File: src/rtl/fb_arbiter_pkg.sv
// Shared types and helpers for the double-buffered framebuffer arbiter.
// Pixel format, swap FSM state encoding and pixel-index arithmetic live here.
package fb_arbiter_pkg;

  typedef struct packed {
    logic [7:0] r;
    logic [7:0] g;
    logic [7:0] b;
  } rgb_t;

  typedef enum logic [0:0] {
    IDLE    = 1'b0,
    PENDING = 1'b1
  } bank_state_t;

  // Cycles from disp_req to disp_valid.
  localparam int DISP_LAT = 3;

  // Row-major pixel index; callers truncate to their index width.
  function automatic logic [31:0] pix_index(input logic [9:0] x,
                                            input logic [8:0] y,
                                            input int unsigned width);
    return 32'(y) * width + 32'(x);
  endfunction

endpackage

File: src/rtl/fb_arbiter_if.sv
// Bundle of display, writer and pixel-RAM signals around fb_arbiter.
// slave is the arbiter's view; master is the surrounding system (VGA, writer, RAM).
interface fb_arbiter_if #(
  parameter int PIX_W = 10
);
  import fb_arbiter_pkg::*;

  logic             disp_req;
  logic [9:0]       disp_x;
  logic [8:0]       disp_y;
  rgb_t             disp_rgb;
  logic             disp_valid;
  logic             frame_start;
  logic             wr_valid;
  logic             wr_ready;
  logic [9:0]       wr_x;
  logic [8:0]       wr_y;
  rgb_t             wr_rgb;
  logic             wr_frame_done;
  logic             swap_pending;
  logic             front_bank;
  logic [PIX_W:0]   mem_addr;
  logic             mem_we;
  rgb_t             mem_wdata;
  rgb_t             mem_rdata;

  modport slave (
    input  disp_req, disp_x, disp_y, frame_start,
    input  wr_valid, wr_x, wr_y, wr_rgb, wr_frame_done,
    input  mem_rdata,
    output disp_rgb, disp_valid, wr_ready, swap_pending, front_bank,
    output mem_addr, mem_we, mem_wdata
  );

  modport master (
    output disp_req, disp_x, disp_y, frame_start,
    output wr_valid, wr_x, wr_y, wr_rgb, wr_frame_done,
    output mem_rdata,
    input  disp_rgb, disp_valid, wr_ready, swap_pending, front_bank,
    input  mem_addr, mem_we, mem_wdata
  );

endinterface

File: src/rtl/fb_bank_ctrl.sv
// Front/back bank swap FSM: a writer's swap request is held until the
// display frame boundary so a displayed frame never mixes two banks.
module fb_bank_ctrl
  import fb_arbiter_pkg::*;
(
  input  logic CLOCK_50,
  input  logic reset_n,
  input  logic wr_frame_done,
  input  logic frame_start,
  output logic front_bank,
  output logic swap_pending,
  output logic idle
);

  bank_state_t state_reg, state_next;
  logic        front_bank_reg, front_bank_next;

  always_comb begin
    state_next      = state_reg;
    front_bank_next = front_bank_reg;
    case (state_reg)
      IDLE: begin
        if (wr_frame_done) begin
          // Request landing exactly on the boundary swaps without waiting.
          if (frame_start) front_bank_next = ~front_bank_reg;
          else             state_next      = PENDING;
        end
      end
      PENDING: begin
        if (frame_start) begin
          front_bank_next = ~front_bank_reg;
          state_next      = IDLE;
        end
      end
      default: state_next = IDLE;
    endcase
  end

  always_ff @(posedge CLOCK_50 or negedge reset_n) begin
    if (!reset_n) begin
      state_reg      <= IDLE;
      front_bank_reg <= 1'b0;
    end else begin
      state_reg      <= state_next;
      front_bank_reg <= front_bank_next;
    end
  end

  assign front_bank   = front_bank_reg;
  assign swap_pending = (state_reg == PENDING);
  assign idle         = (state_reg == IDLE);

endmodule

File: src/rtl/fb_arbiter.sv
// Single-port pixel RAM arbiter: display reads win every cycle with fixed
// latency, writer transactions fill the remaining cycles into the back bank.
module fb_arbiter
  import fb_arbiter_pkg::*;
#(
  parameter int WIDTH  = 28,
  parameter int HEIGHT = 28
) (
  input logic          CLOCK_50,
  input logic          reset_n,
  fb_arbiter_if.slave  bus
);

  localparam int PIX_W  = $clog2(WIDTH * HEIGHT);
  localparam int PIPE_W = DISP_LAT - 1;

  logic             front_bank;
  logic             swap_pending;
  logic             bank_idle;
  logic             disp_in_range;
  logic             wr_in_range;
  logic             wr_ready;
  logic             wr_fire;
  logic [PIX_W-1:0] disp_idx;
  logic [PIX_W-1:0] wr_idx;

  logic [PIPE_W-1:0] rd_valid_reg;
  logic [PIPE_W-1:0] rd_oor_reg;
  logic              disp_valid_reg;
  rgb_t              disp_rgb_reg;
  logic [PIX_W:0]    mem_addr_reg;
  logic              mem_we_reg;
  rgb_t              mem_wdata_reg;

  fb_bank_ctrl u_bank_ctrl (
    .CLOCK_50      (CLOCK_50),
    .reset_n       (reset_n),
    .wr_frame_done (bus.wr_frame_done),
    .frame_start   (bus.frame_start),
    .front_bank    (front_bank),
    .swap_pending  (swap_pending),
    .idle          (bank_idle)
  );

  assign disp_in_range = (32'(bus.disp_x) < WIDTH) && (32'(bus.disp_y) < HEIGHT);
  assign wr_in_range   = (32'(bus.wr_x) < WIDTH) && (32'(bus.wr_y) < HEIGHT);
  assign disp_idx      = PIX_W'(pix_index(bus.disp_x, bus.disp_y, WIDTH));
  assign wr_idx        = PIX_W'(pix_index(bus.wr_x, bus.wr_y, WIDTH));

  // Combinational so a display request blocks the writer in the same cycle.
  assign wr_ready = reset_n & ~bus.disp_req & bank_idle;
  assign wr_fire  = bus.wr_valid & wr_ready;

  always_ff @(posedge CLOCK_50 or negedge reset_n) begin
    if (!reset_n) begin
      rd_valid_reg   <= '0;
      rd_oor_reg     <= '0;
      disp_valid_reg <= 1'b0;
      disp_rgb_reg   <= '0;
      mem_addr_reg   <= '0;
      mem_we_reg     <= 1'b0;
      mem_wdata_reg  <= '0;
    end else begin
      // Out-of-range reads travel the pipe as a flag so latency is unchanged.
      rd_valid_reg <= {rd_valid_reg[PIPE_W-2:0], bus.disp_req};
      rd_oor_reg   <= {rd_oor_reg[PIPE_W-2:0], ~disp_in_range};
      mem_we_reg   <= 1'b0;

      if (bus.disp_req) begin
        if (disp_in_range) mem_addr_reg <= {front_bank, disp_idx};
      end else if (wr_fire && wr_in_range) begin
        mem_addr_reg  <= {~front_bank, wr_idx};
        mem_we_reg    <= 1'b1;
        mem_wdata_reg <= bus.wr_rgb;
      end

      disp_valid_reg <= rd_valid_reg[PIPE_W-1];
      if (rd_valid_reg[PIPE_W-1])
        disp_rgb_reg <= rd_oor_reg[PIPE_W-1] ? '0 : bus.mem_rdata;
    end
  end

  assign bus.wr_ready     = wr_ready;
  assign bus.front_bank   = front_bank;
  assign bus.swap_pending = swap_pending;
  assign bus.disp_valid   = disp_valid_reg;
  assign bus.disp_rgb     = disp_rgb_reg;
  assign bus.mem_addr     = mem_addr_reg;
  assign bus.mem_we       = mem_we_reg;
  assign bus.mem_wdata    = mem_wdata_reg;

endmodule

File: src/flat_wrapper.sv
// flat-port wrapper written by rule: the top's interface ports become plain ports
module fb_arbiter_flat import fb_arbiter_pkg::*;
#(
  parameter int WIDTH  = 28,
  parameter int HEIGHT = 28
)
  (CLOCK_50, reset_n, bus_disp_req, bus_disp_x, bus_disp_y, bus_frame_start, bus_wr_valid, bus_wr_x, bus_wr_y, bus_wr_rgb, bus_wr_frame_done, bus_mem_rdata, bus_disp_rgb, bus_disp_valid, bus_wr_ready, bus_swap_pending, bus_front_bank, bus_mem_addr, bus_mem_we, bus_mem_wdata);
  fb_arbiter_if #(.PIX_W(10)) bus_i ();
  input logic CLOCK_50;
  input logic reset_n;
  input wire logic [$bits(bus_i.disp_req)-1:0] bus_disp_req;
  input wire logic [$bits(bus_i.disp_x)-1:0] bus_disp_x;
  input wire logic [$bits(bus_i.disp_y)-1:0] bus_disp_y;
  input wire logic [$bits(bus_i.frame_start)-1:0] bus_frame_start;
  input wire logic [$bits(bus_i.wr_valid)-1:0] bus_wr_valid;
  input wire logic [$bits(bus_i.wr_x)-1:0] bus_wr_x;
  input wire logic [$bits(bus_i.wr_y)-1:0] bus_wr_y;
  input wire logic [$bits(bus_i.wr_rgb)-1:0] bus_wr_rgb;
  input wire logic [$bits(bus_i.wr_frame_done)-1:0] bus_wr_frame_done;
  input wire logic [$bits(bus_i.mem_rdata)-1:0] bus_mem_rdata;
  output wire logic [$bits(bus_i.disp_rgb)-1:0] bus_disp_rgb;
  output wire logic [$bits(bus_i.disp_valid)-1:0] bus_disp_valid;
  output wire logic [$bits(bus_i.wr_ready)-1:0] bus_wr_ready;
  output wire logic [$bits(bus_i.swap_pending)-1:0] bus_swap_pending;
  output wire logic [$bits(bus_i.front_bank)-1:0] bus_front_bank;
  output wire logic [$bits(bus_i.mem_addr)-1:0] bus_mem_addr;
  output wire logic [$bits(bus_i.mem_we)-1:0] bus_mem_we;
  output wire logic [$bits(bus_i.mem_wdata)-1:0] bus_mem_wdata;
  assign bus_i.disp_req = bus_disp_req;
  assign bus_i.disp_x = bus_disp_x;
  assign bus_i.disp_y = bus_disp_y;
  assign bus_i.frame_start = bus_frame_start;
  assign bus_i.wr_valid = bus_wr_valid;
  assign bus_i.wr_x = bus_wr_x;
  assign bus_i.wr_y = bus_wr_y;
  assign bus_i.wr_rgb = bus_wr_rgb;
  assign bus_i.wr_frame_done = bus_wr_frame_done;
  assign bus_i.mem_rdata = bus_mem_rdata;
  assign bus_disp_rgb = bus_i.disp_rgb;
  assign bus_disp_valid = bus_i.disp_valid;
  assign bus_wr_ready = bus_i.wr_ready;
  assign bus_swap_pending = bus_i.swap_pending;
  assign bus_front_bank = bus_i.front_bank;
  assign bus_mem_addr = bus_i.mem_addr;
  assign bus_mem_we = bus_i.mem_we;
  assign bus_mem_wdata = bus_i.mem_wdata;
  fb_arbiter #(.WIDTH(WIDTH), .HEIGHT(HEIGHT)) u_core (.CLOCK_50(CLOCK_50), .reset_n(reset_n), .bus(bus_i));
endmodule
File: config.mk
export PLATFORM = sky130hd
export DESIGN_NAME = fb_arbiter_flat
export DESIGN_NICKNAME = d
export VERILOG_FILES = /design/src/rtl/fb_arbiter_pkg.sv /design/src/rtl/fb_arbiter_if.sv /design/src/rtl/fb_bank_ctrl.sv /design/src/rtl/fb_arbiter.sv /design/src/flat_wrapper.sv
export SDC_FILE = /design/constraint.sdc
export NUM_CORES = 1
export LEC_CHECK = 0
export BUFFER_PORTS_ARGS = -buffer_cell sky130_fd_sc_hd__buf_2
export CORE_MARGIN = 3
export CORE_UTILIZATION = 53
export DETAILED_ROUTE_END_ITERATION = 10
export GPL_ROUTABILITY_DRIVEN = 0
export MAX_ROUTING_LAYER = met4
export PLACE_DENSITY = 0.86
export SYNTH_ARGS = -nofsm -noshare
export SYNTH_HDL_FRONTEND = slang
export SYNTH_SLANG_ARGS = --single-unit
File: constraint.sdc
create_clock -name CLOCK_50 -period 4.16 [get_ports CLOCK_50]
set_clock_uncertainty 0.15 [all_clocks]
set_input_delay 0.416 -clock CLOCK_50 [delete_from_list [all_inputs] [get_ports CLOCK_50]]
set_output_delay 0.416 -clock CLOCK_50 [all_outputs]
set_load 0.005 [all_outputs]
Word-level counts from Yosys, hierarchy flattened
Cells that the tools add are included.

Reduce and logical (&&, ||, !) cells: 6. Shifts and indexed selects: 0. Multiply operators: 2. Equality and inequality tests: 2. Div/mod/pow operators: 0. Order comparisons: 4. $add $sub $neg: 2. Muxes and demuxes: 12. Bitwise operators: 7.

Operator list (number): $mux 11 (3); $mux 24 (1); $add 10x10->10 (2); $lt 10x5->1 const B (2); $lt 9x5->1 const B (2); $mul 9x3->8 const B (2); $mux 1 (6); $not 1->1 (4); $pmux 1 s2 (2); $reduce_and 2->1 (2); $and 1x1->1 (3); $logic_and 1x1->1 (3); $ne 2x1->1 const B (1); $ne 2x2->1 const B (1); $reduce_bool 2->1 (1).

Output and inout port bits: 64. Word-level logic and storage cells: 48. Register bits after elaboration: 67. Memory bits (read-only): 0. Latch bits: 0. Memories kept: 0. RAM bits: 0. Input bits: 92.

Longest topological paths before layout
Gate-level depths: netlist (run 1).

Word-level depth: 7. Gate-level depth with buffers: 13. Mapped depth without buffers: 13.

By module
A second synthesis (run 1) with hierarchy kept.

Cells, all modules: 375. Area total of the unflattened synthesis: 4117.7 sq um.

By module, submodules not included: fb_arbiter (sequential area each 1626.6 sq um, instances 1, cells each 368, area each 4038.9 sq um); fb_bank_ctrl (sequential area each 50.0 sq um, instances 1, cells each 7, area each 78.8 sq um).

Least setup slack after synthesis (run 1)
OpenSTA, ideal clock, no wires.

Kind: in2reg. From: in bus_disp_y[0]. To: reg u_core.mem_addr_reg[9] (netlist: u_core.bus.mem_addr[9]). Stages on the path: 13. Data arrival time: 3.071 ns. Setup slack: 0.797 ns. Setup time: 0.141 ns. Data required time: 3.869 ns. Buffers on the path: 0. Path through: fa_1 > ha_1 > fa_1 > a21o_1 > a21oi_1 > xnor2_1 > ha_1 > or3_1 > o21ai_0 > nor3_1 > and3_1 > nor4b_1 > mux2i_1.

Word-level cells in the longest chain between the ends: 4. Elaborated cells between the ends (all ways): 8. Classes of those cells: add/sub: 1; mul: 1; order compare: 1; eq/ne: 1; mux: 2; reduce/logical: 2.

Ends and longest elaborated chain: from (decl) (RTL line flat_wrapper.sv:13) `input wire logic [$bits(bus_i.disp_y)-1:0] bus_disp_y;`; $mul 9x3->8 or $lt 9x5->1 (tied branches) (RTL line fb_arbiter_pkg.sv:23, fb_arbiter.sv:45); $add 10x10->10 or $logic_and 1x1->1 (tied branches) (RTL line fb_arbiter_pkg.sv:23, fb_arbiter.sv:45); $mux 11 or $ne 2x1->1 (tied branches); $mux 11 or $reduce_and 2->1 (tied branches); to (signal assigned) (RTL line fb_arbiter.sv:70) `if (disp_in_range) mem_addr_reg <= {front_bank, disp_idx};`; to (signal assigned) (RTL line fb_arbiter.sv:72) `mem_addr_reg <= {~front_bank, wr_idx};`; to (decl) (RTL line fb_arbiter.sv:31) `logic [PIX_W:0] mem_addr_reg;`.

Parallel ways exist; a longest one is shown, timed or not. The select of a mux whose other input is x is not followed. A chain may end at the register's enable or synchronous reset.

Worst setup path after layout (run 1)
Ends and elaborated chain as after synthesis.

==> results of run 1 <==
layout make-up:
cell class	count	area share (%)
clock buffers	10	2.49
clock inverters	6	1.75
inverters	36	2.63
multi-input cells	258	42.8
flip-flops and latches	67	32.7
well taps	99	2.41
repair buffers	156	15.3
worst max-delay path, stage by stage:
cell and delay (ps):
sky130_fd_sc_hd__buf_2 130, sky130_fd_sc_hd__fa_1 480, sky130_fd_sc_hd__ha_1 240, sky130_fd_sc_hd__fa_1 410, sky130_fd_sc_hd__a21o_1 170, sky130_fd_sc_hd__a21oi_1 170
sky130_fd_sc_hd__xnor2_1 90, sky130_fd_sc_hd__ha_1 200, sky130_fd_sc_hd__or3_1 340, sky130_fd_sc_hd__o21ai_0 100, sky130_fd_sc_hd__nor3_1 70, sky130_fd_sc_hd__and3_1 180
sky130_fd_sc_hd__nor4b_1 320, sky130_fd_sc_hd__mux2i_1 120
cells in the final DEF, fill, tap and decap left out, drive strengths merged, types with 3 or more instances in the layout:
cell    netlist  routed
nand2        10      10
xnor2        18      18
inv          35      35
nor3          4       4
nand3b       22      22
nor2         15      15
o21ai        37      37
a211oi        3       3
a21oi        19      19
nand3        11      11
fa           14      14
ha           32      32
clkbuf        7      10
nor4          3       3
dfrtp        67      67
clkinv        1       4
mux2         26      26
a21o          8       8
mux2i         8       8
buf           5     156
nand2b        3       3
xor2          4       4
o21bai        3       3
where the power goes:
group / internal, W / switching [W] / total (W)
Sequential: 0.000665 / 0.0000163 / 0.000681
Combinational: 0.000270 / 0.000296 / 0.000565
Clock: 0.000339 / 0.000246 / 0.000585
Total: 0.00127 / 0.000558 / 0.00183
through the flow:
step	instance area, sq um	power, W	setup slack [ps]
global placement	4920	0.00123	559
CTS	5130	0.00184	832
floorplan	4070	0.00109	797
finish	5130	0.00183	764
global route	5130	0.00194	645
detailed placement	4920	0.00126	476
worst max-delay path by stage:
| stage | start | to | slack (ps) | depth (start not counted) |
|---|---|---|---|---|
| 2_1_floorplan | bus_disp_y[0] | u_core.bus.mem_addr[9] | 800 | 13 |
| 3_3_place_gp | bus_disp_y[0] | u_core.bus.mem_addr[9] | 560 | 14 |
| 3_5_place_dp | bus_disp_y[0] | u_core.bus.mem_addr[9] | 480 | 14 |
| 4_1_cts | bus_disp_y[0] | u_core.bus.mem_addr[9] | 830 | 14 |
| 5_1_grt | bus_disp_y[0] | u_core.bus.mem_addr[9] | 640 | 14 |
| 6_report | bus_disp_y[0] | u_core.bus.mem_addr[9] | 760 | 14 |
cells by family (layout without fill, tap and decap cells):
logic type | Yosys count | in the layout | synth area share, %
and+or+nand+nor | 79 | 79 | 11.6
AOI/OAI and AO/OA | 77 | 77 | 11.6
DFF | 67 | 67 | 41.2
buffers and inverters | 48 | 208 | 4.82
adders and majority gates | 46 | 46 | 16.7
muxes | 34 | 34 | 9.34
xor gates and xnor gates | 22 | 22 | 4.73
metal layers:
metal	wire, um	vias to the layer above	track usage (%)
li1	-	1619	-
met1	3790	1549	24.8
met2	4930	126	39.7
met3	759	10	4.99
met4	116	0	6.98
met5	0	-	-
==> parameters.txt, run 1 <==
Parameter                              Value

Run status
  Status    completed

Floorplanning
  Std-Cell Core Area    0.00737 sq mm
  Area of the die    just under 0.009 sq mm
  Vertical extent of the die    around 94 um
  Initial standard-cell utilization of the core    55.2%
  DIE WIDTH    about 94 um
  Boundary Pins    approximately 160
  Row count    31

GRT
  Total overflow reported by the global router    0
  Vias in the first global route    3,333
  First-pass GRT wire length    ~15 mm
  GRT Util Overall    22.2%
  Largest net degree at the start of global routing    just under 70
  Antenna violations before repair    0

STA
  Relative slew slack    between 20% and 30%
  Ratio of final minimum period to clock period    81.6%
  Final-report hold violation count    0
  Min Hold Slack    99.5 ps
  Max-slew violation total from the final report    0
  Setup repair after global routing missed its margin    no
  Minimum clock period    ~3400 ps
  Peak Freq    ~290 MHz
  Setup violation total in the final timing report    0
  Slew @ Worst Pin    ~1200 ps
  Sum Neg Setup Slack    0 ps

Detailed routing
  Count of routing violations after the opening detailed-route iteration    between 90 and 100
  DRT antenna net count    0
  DRC errors left    0
  Detail-routed via count per cell    approximately 5.2
  Final wirelength    ~9.6 mm
  Detailed-route via count    ~3.3k
  Post-DR wirelength/cell    between 15 and 20 um
  Initial DRT Pass Iterations    6

Logic synthesis
  Synthesized netlist net count    around 500
  Synth Area per Inst    10.9 sq um
  Mapped Area    just over 0.004 sq mm
  YS warnings    0
  Count of flip-flops with a built-in enable after synthesis    0
  Post-Synthesis Cells    about 370
  Area fraction of the dominant cell type after synthesis    roughly 41%
  Seq/Total Area, Yosys    41.2%
  Library cell with the highest instance count after synthesis    sky130_fd_sc_hd__dfrtp_1
  Flip-flop and latch count after synthesis    67
  Cell types occupying the most area after synthesis    sky130_fd_sc_hd__dfrtp_1, sky130_fd_sc_hd__ha_1, sky130_fd_sc_hd__fa_1
  Most instantiated cells after synthesis    sky130_fd_sc_hd__dfrtp_1, sky130_fd_sc_hd__o21ai_0, sky130_fd_sc_hd__inv_1
  Number of library cell types mapped by synthesis    45
  Proportion of register bits with asynchronous set or reset after synthesis    100%
  Top_reg_cell synth    sky130_fd_sc_hd__dfrtp_1
  Most area-hungry cell type in the Yosys netlist    sky130_fd_sc_hd__dfrtp_1

Worst hold path
  Hold path startpoint    bus_frame_start
  Depth of the worst hold-timing path    2
  End point of the most critical hold path    u_core.u_bank_ctrl.swap_pending
  Min-Delay Path Class    input pin to flip-flop

Clock tree
  Number of gates given a new drive strength after cts    0
  Largest buffer count on any clock path    2
  Cts hold-fix bufs    0
  Clock tree root driver cell    sky130_fd_sc_hd__clkbuf_8
  TritonCTS clock tree    done
  Number of buffers inserted during clock tree synthesis    9
  Clk pin slew, worst setup/hold paths    ~70 ps
  Total setup buffers inserted after CTS    0
  H-tree depth    3
  Clock network latency to the later pin of the worst-skew pair    between 300 and 400 ps
  Number of clock sinks    between 60 and 70

Worst setup path
  Element type at the critical path start    input pin
  CP Max Fanout    3
  Setup slack of the worst register-to-register path    1780 ps
  Path depth of the worst reg2reg path    4
  Crit path capture type    flip-flop
  Setup Crit Path Kind    input pin to flip-flop
  Required time of the critical path    ~4200 ps
  Launch instance of the worst register-to-register path    u_core.u_bank_ctrl.swap_pending
  CP Data Arrival Time    around 3400 ps
  Reg-to-reg critical path endpoint    u_core.bus.mem_wdata[8]

Job
  Max-capacitance violation count    0

Final layout
  Fraction of layout instances using a drive strength above 1    38.6%
  Nets@finish    between 600 and 700
  Number of fillers in the final layout    slightly below 600
  Non-filler cells, final    632
  Core utilization of the finished layout    69.7%
  FF/Latch Area    between 0.0015 and 0.002 sq mm
  Footprint of the multi-input gates    approximately 0.0022 sq mm
  Area added between synthesis and finish    26.1%
  Total inserted antenna cells    0

Pwr
  Worst-case vdd ir drop    between 0.2 and 0.25 mV
  LEAKAGE    roughly 2.7 nW
  Power density over the cells    between 300 and 400 mW/mm^2

Placed design
  Count of buffers inserted at the top-level ports    155
  Placed cells    slightly above 600
  Placed wire-length estimate    7.75 mm
Note: power is estimated with default switching activity, not from simulation.
==> run 2, diff against run 1 <==
Settings changed: CORE_UTILIZATION 53 to 45, PLACE_DENSITY 0.86 to 0.77.
Clock period 4.16 ns to 3 ns, I/O delays scaled along.
==> parameters.txt, run 2 (synthesized netlist as in run 1, its figures left out) <==
Parameter                              Value

Run status
  Status    complete, but fails checks
  Failing checks    negative setup slack

Floorplanning
  Area of the die    between 0.01 and 0.015 sq mm
  DIE WIDTH    ~100 um
  Row count    34
  Boundary Pins    around 160
  Vertical extent of the die    a little over 100 um
  Std-Cell Core Area    0.00876 sq mm
  Initial standard-cell utilization of the core    a little under half

Detailed routing
  DRT antenna net count    0
  Post-DR wirelength/cell    between 10 and 15 um
  DRC errors left    0
  Initial DRT Pass Iterations    6
  Final wirelength    between 9 and 10 mm
  Detail-routed via count per cell    roughly 5
  Detailed-route via count    about 3.4k
  Count of routing violations after the opening detailed-route iteration    about 100

Pwr
  Share of power burned in registers    33.7%
  Switching share of total power    29.7%
  Share of total power in combinational logic    about 33%
  Clock share of power    33.2%
  Worst-case vdd ir drop    about 0.21 mV
  Power density over the cells    between 500 and 600 mW/mm^2
  Switching power of the nets    between 0.0008 and 0.0009 W
  Internal    between 0.0015 and 0.002 W
  LEAKAGE    2.86 nW

GRT
  Vias in the first global route    3,323
  First-pass GRT wire length    between 15 and 20 mm
  Total overflow reported by the global router    0
  GRT Util Overall    between 15 and 20%
  Largest net degree at the start of global routing    roughly 70
  Antenna violations before repair    0

Worst setup path
  Element type at the critical path start    input pin
  CP Data Arrival Time    slightly above 3000 ps
  Setup Crit Path Kind    input pin to flip-flop
  CP max stage delay    ~470 ps
  Required time of the critical path    ~3100 ps
  CP max-delay cell    sky130_fd_sc_hd__fa_1
  Crit path capture type    flip-flop
  Worst-path cell chain    buf_8, fa_1, ha_2, fa_2, a21o_1, a21oi_2, xnor2_1, ha_2, or3_4, o21ai_2, nor3_1, and3_1, nor4b_2, mux2i_1
  Most common cell type on the critical path    sky130_fd_sc_hd__ha_2
  CP Max Fanout    3

STA
  Setup violation total in the final timing report    1
  Peak Freq    329 MHz
  Relative slew slack    a little over two fifths
  Min Hold Slack    roughly 16 ps
  Setup repair after global routing missed its margin    yes
  Minimum clock period    slightly above 3000 ps
  Max-slew violation total from the final report    0
  Slew @ Worst Pin    approximately 840 ps
  Final-report hold violation count    0
  Ratio of final minimum period to clock period    101%
  Slack of the critical path    -41.0 ps

Final layout
  Fraction of layout instances using a drive strength above 1    ~44%
  Area added between synthesis and finish    34.1%
  FF/Latch Area    0.00168 sq mm
  Core utilization of the finished layout    just over 60%
  Commonest non-fill, non-tap cell in the layout    sky130_fd_sc_hd__buf_2
  Final non-filler cell area    0.00546 sq mm
  Total inserted antenna cells    0
  Leading cell types in the layout, fill and taps excluded    sky130_fd_sc_hd__buf_2, sky130_fd_sc_hd__dfrtp_1, sky130_fd_sc_hd__o21ai_0
  Footprint of the multi-input gates    0.00223 sq mm
  Non-filler cells, final    between 600 and 700
  Number of fillers in the final layout    about 740
  Nets@finish    a little under 700

Clock tree
  TritonCTS clock tree    done
  Clk pin slew, worst setup/hold paths    roughly 80 ps
  Number of buffers inserted during clock tree synthesis    9
  Clock network latency to the later pin of the worst-skew pair    roughly 330 ps
  Largest buffer count on any clock path    2
  Clock tree root driver cell    sky130_fd_sc_hd__clkbuf_8
  H-tree depth    3
  Number of clock sinks    67

Job
  Max-capacitance violation count    0

Placed design
  Setup Slack @ Placement    -418 ps
  Placed wire-length estimate    about 7.9 mm
  Count of buffers inserted at the top-level ports    roughly 160
  Placed cells    approximately 650
  Placed Area    about 0.0052 sq mm

Worst hold path
  Min-Delay Path Class    input pin to flip-flop
[run 2: per-stage QoR]
stage	TNS, ps	power, W
2_1_floorplan	-122	0.00153
4_1_cts	-11.2	0.00279
3_3_place_gp	-578	0.00183
6_report	-41.0	0.00279
3_5_place_dp	-824	0.00186
5_1_grt	-259	0.00295
[run 2: metal layers]
layer	vias up	wire, um	global-route usage [%]
li1	1667	-	-
met1	1607	4100	23.4
met2	117	5020	33.7
met3	9	668	4.15
met4	0	139	5.93
met5	-	0	-
[run 2: critical path: cells and delay by family]
kind	cells	cell delay, ps
AO/OA/AOI/OAI	3	400
XOR/XNOR	1	100
adder cells (fa/ha/maj)	4	1220
buffers and inverters	1	100
multiplexers	1	120
AND/OR/NAND/NOR	4	850
[run 2: power by group through the flow]
stage,combinational (W),clock (W),sequential (W)
floorplan,0.000571,0,0.000956
global placement,0.000873,0,0.000957
detailed placement,0.000903,0,0.000959
CTS,0.000911,0.000942,0.000941
global route,0.00103,0.000978,0.000943
finish,0.000923,0.000926,0.000940
[run 2: timing repair]
action                                  in CTS  in global routing
endpoints found under the setup margin       1                  2
hold buffers                                 1                  0
pin swaps                                    1                  7
gates resized for setup                      5                  3
buffers inserted                             0                  1
hold endpoints to repair                     1                  0
gates cloned                                 0                  0
[run 2: final cells by class]
class	count	area share, %
clock buffers	9	2.27
clock inverters	7	2.27
inverters	36	2.48
multi-input cells	258	40.9
flip-flops and latches	67	30.7
well taps	108	2.48
repair buffers	186	18.9
[run 2: path summary, 6_finish.rpt]
check	from	endpoint	slack, ps	cells after the start
hold / removal	bus_mem_rdata[17]	u_core.bus.disp_rgb[17]	20	3
max in group asynchronous	reset_n	u_core.bus.mem_addr[2]	2110	2
hold reg to reg	u_core.rd_valid_reg[0]	u_core.rd_valid_reg[1]	200	0
setup / recovery	bus_disp_y[0]	u_core.bus.mem_addr[9]	-40	14
min in group asynchronous	reset_n	u_core.rd_oor_reg[1]	50	2
setup reg to reg	u_core.u_bank_ctrl.swap_pending	u_core.bus.mem_addr[1]	1060	6
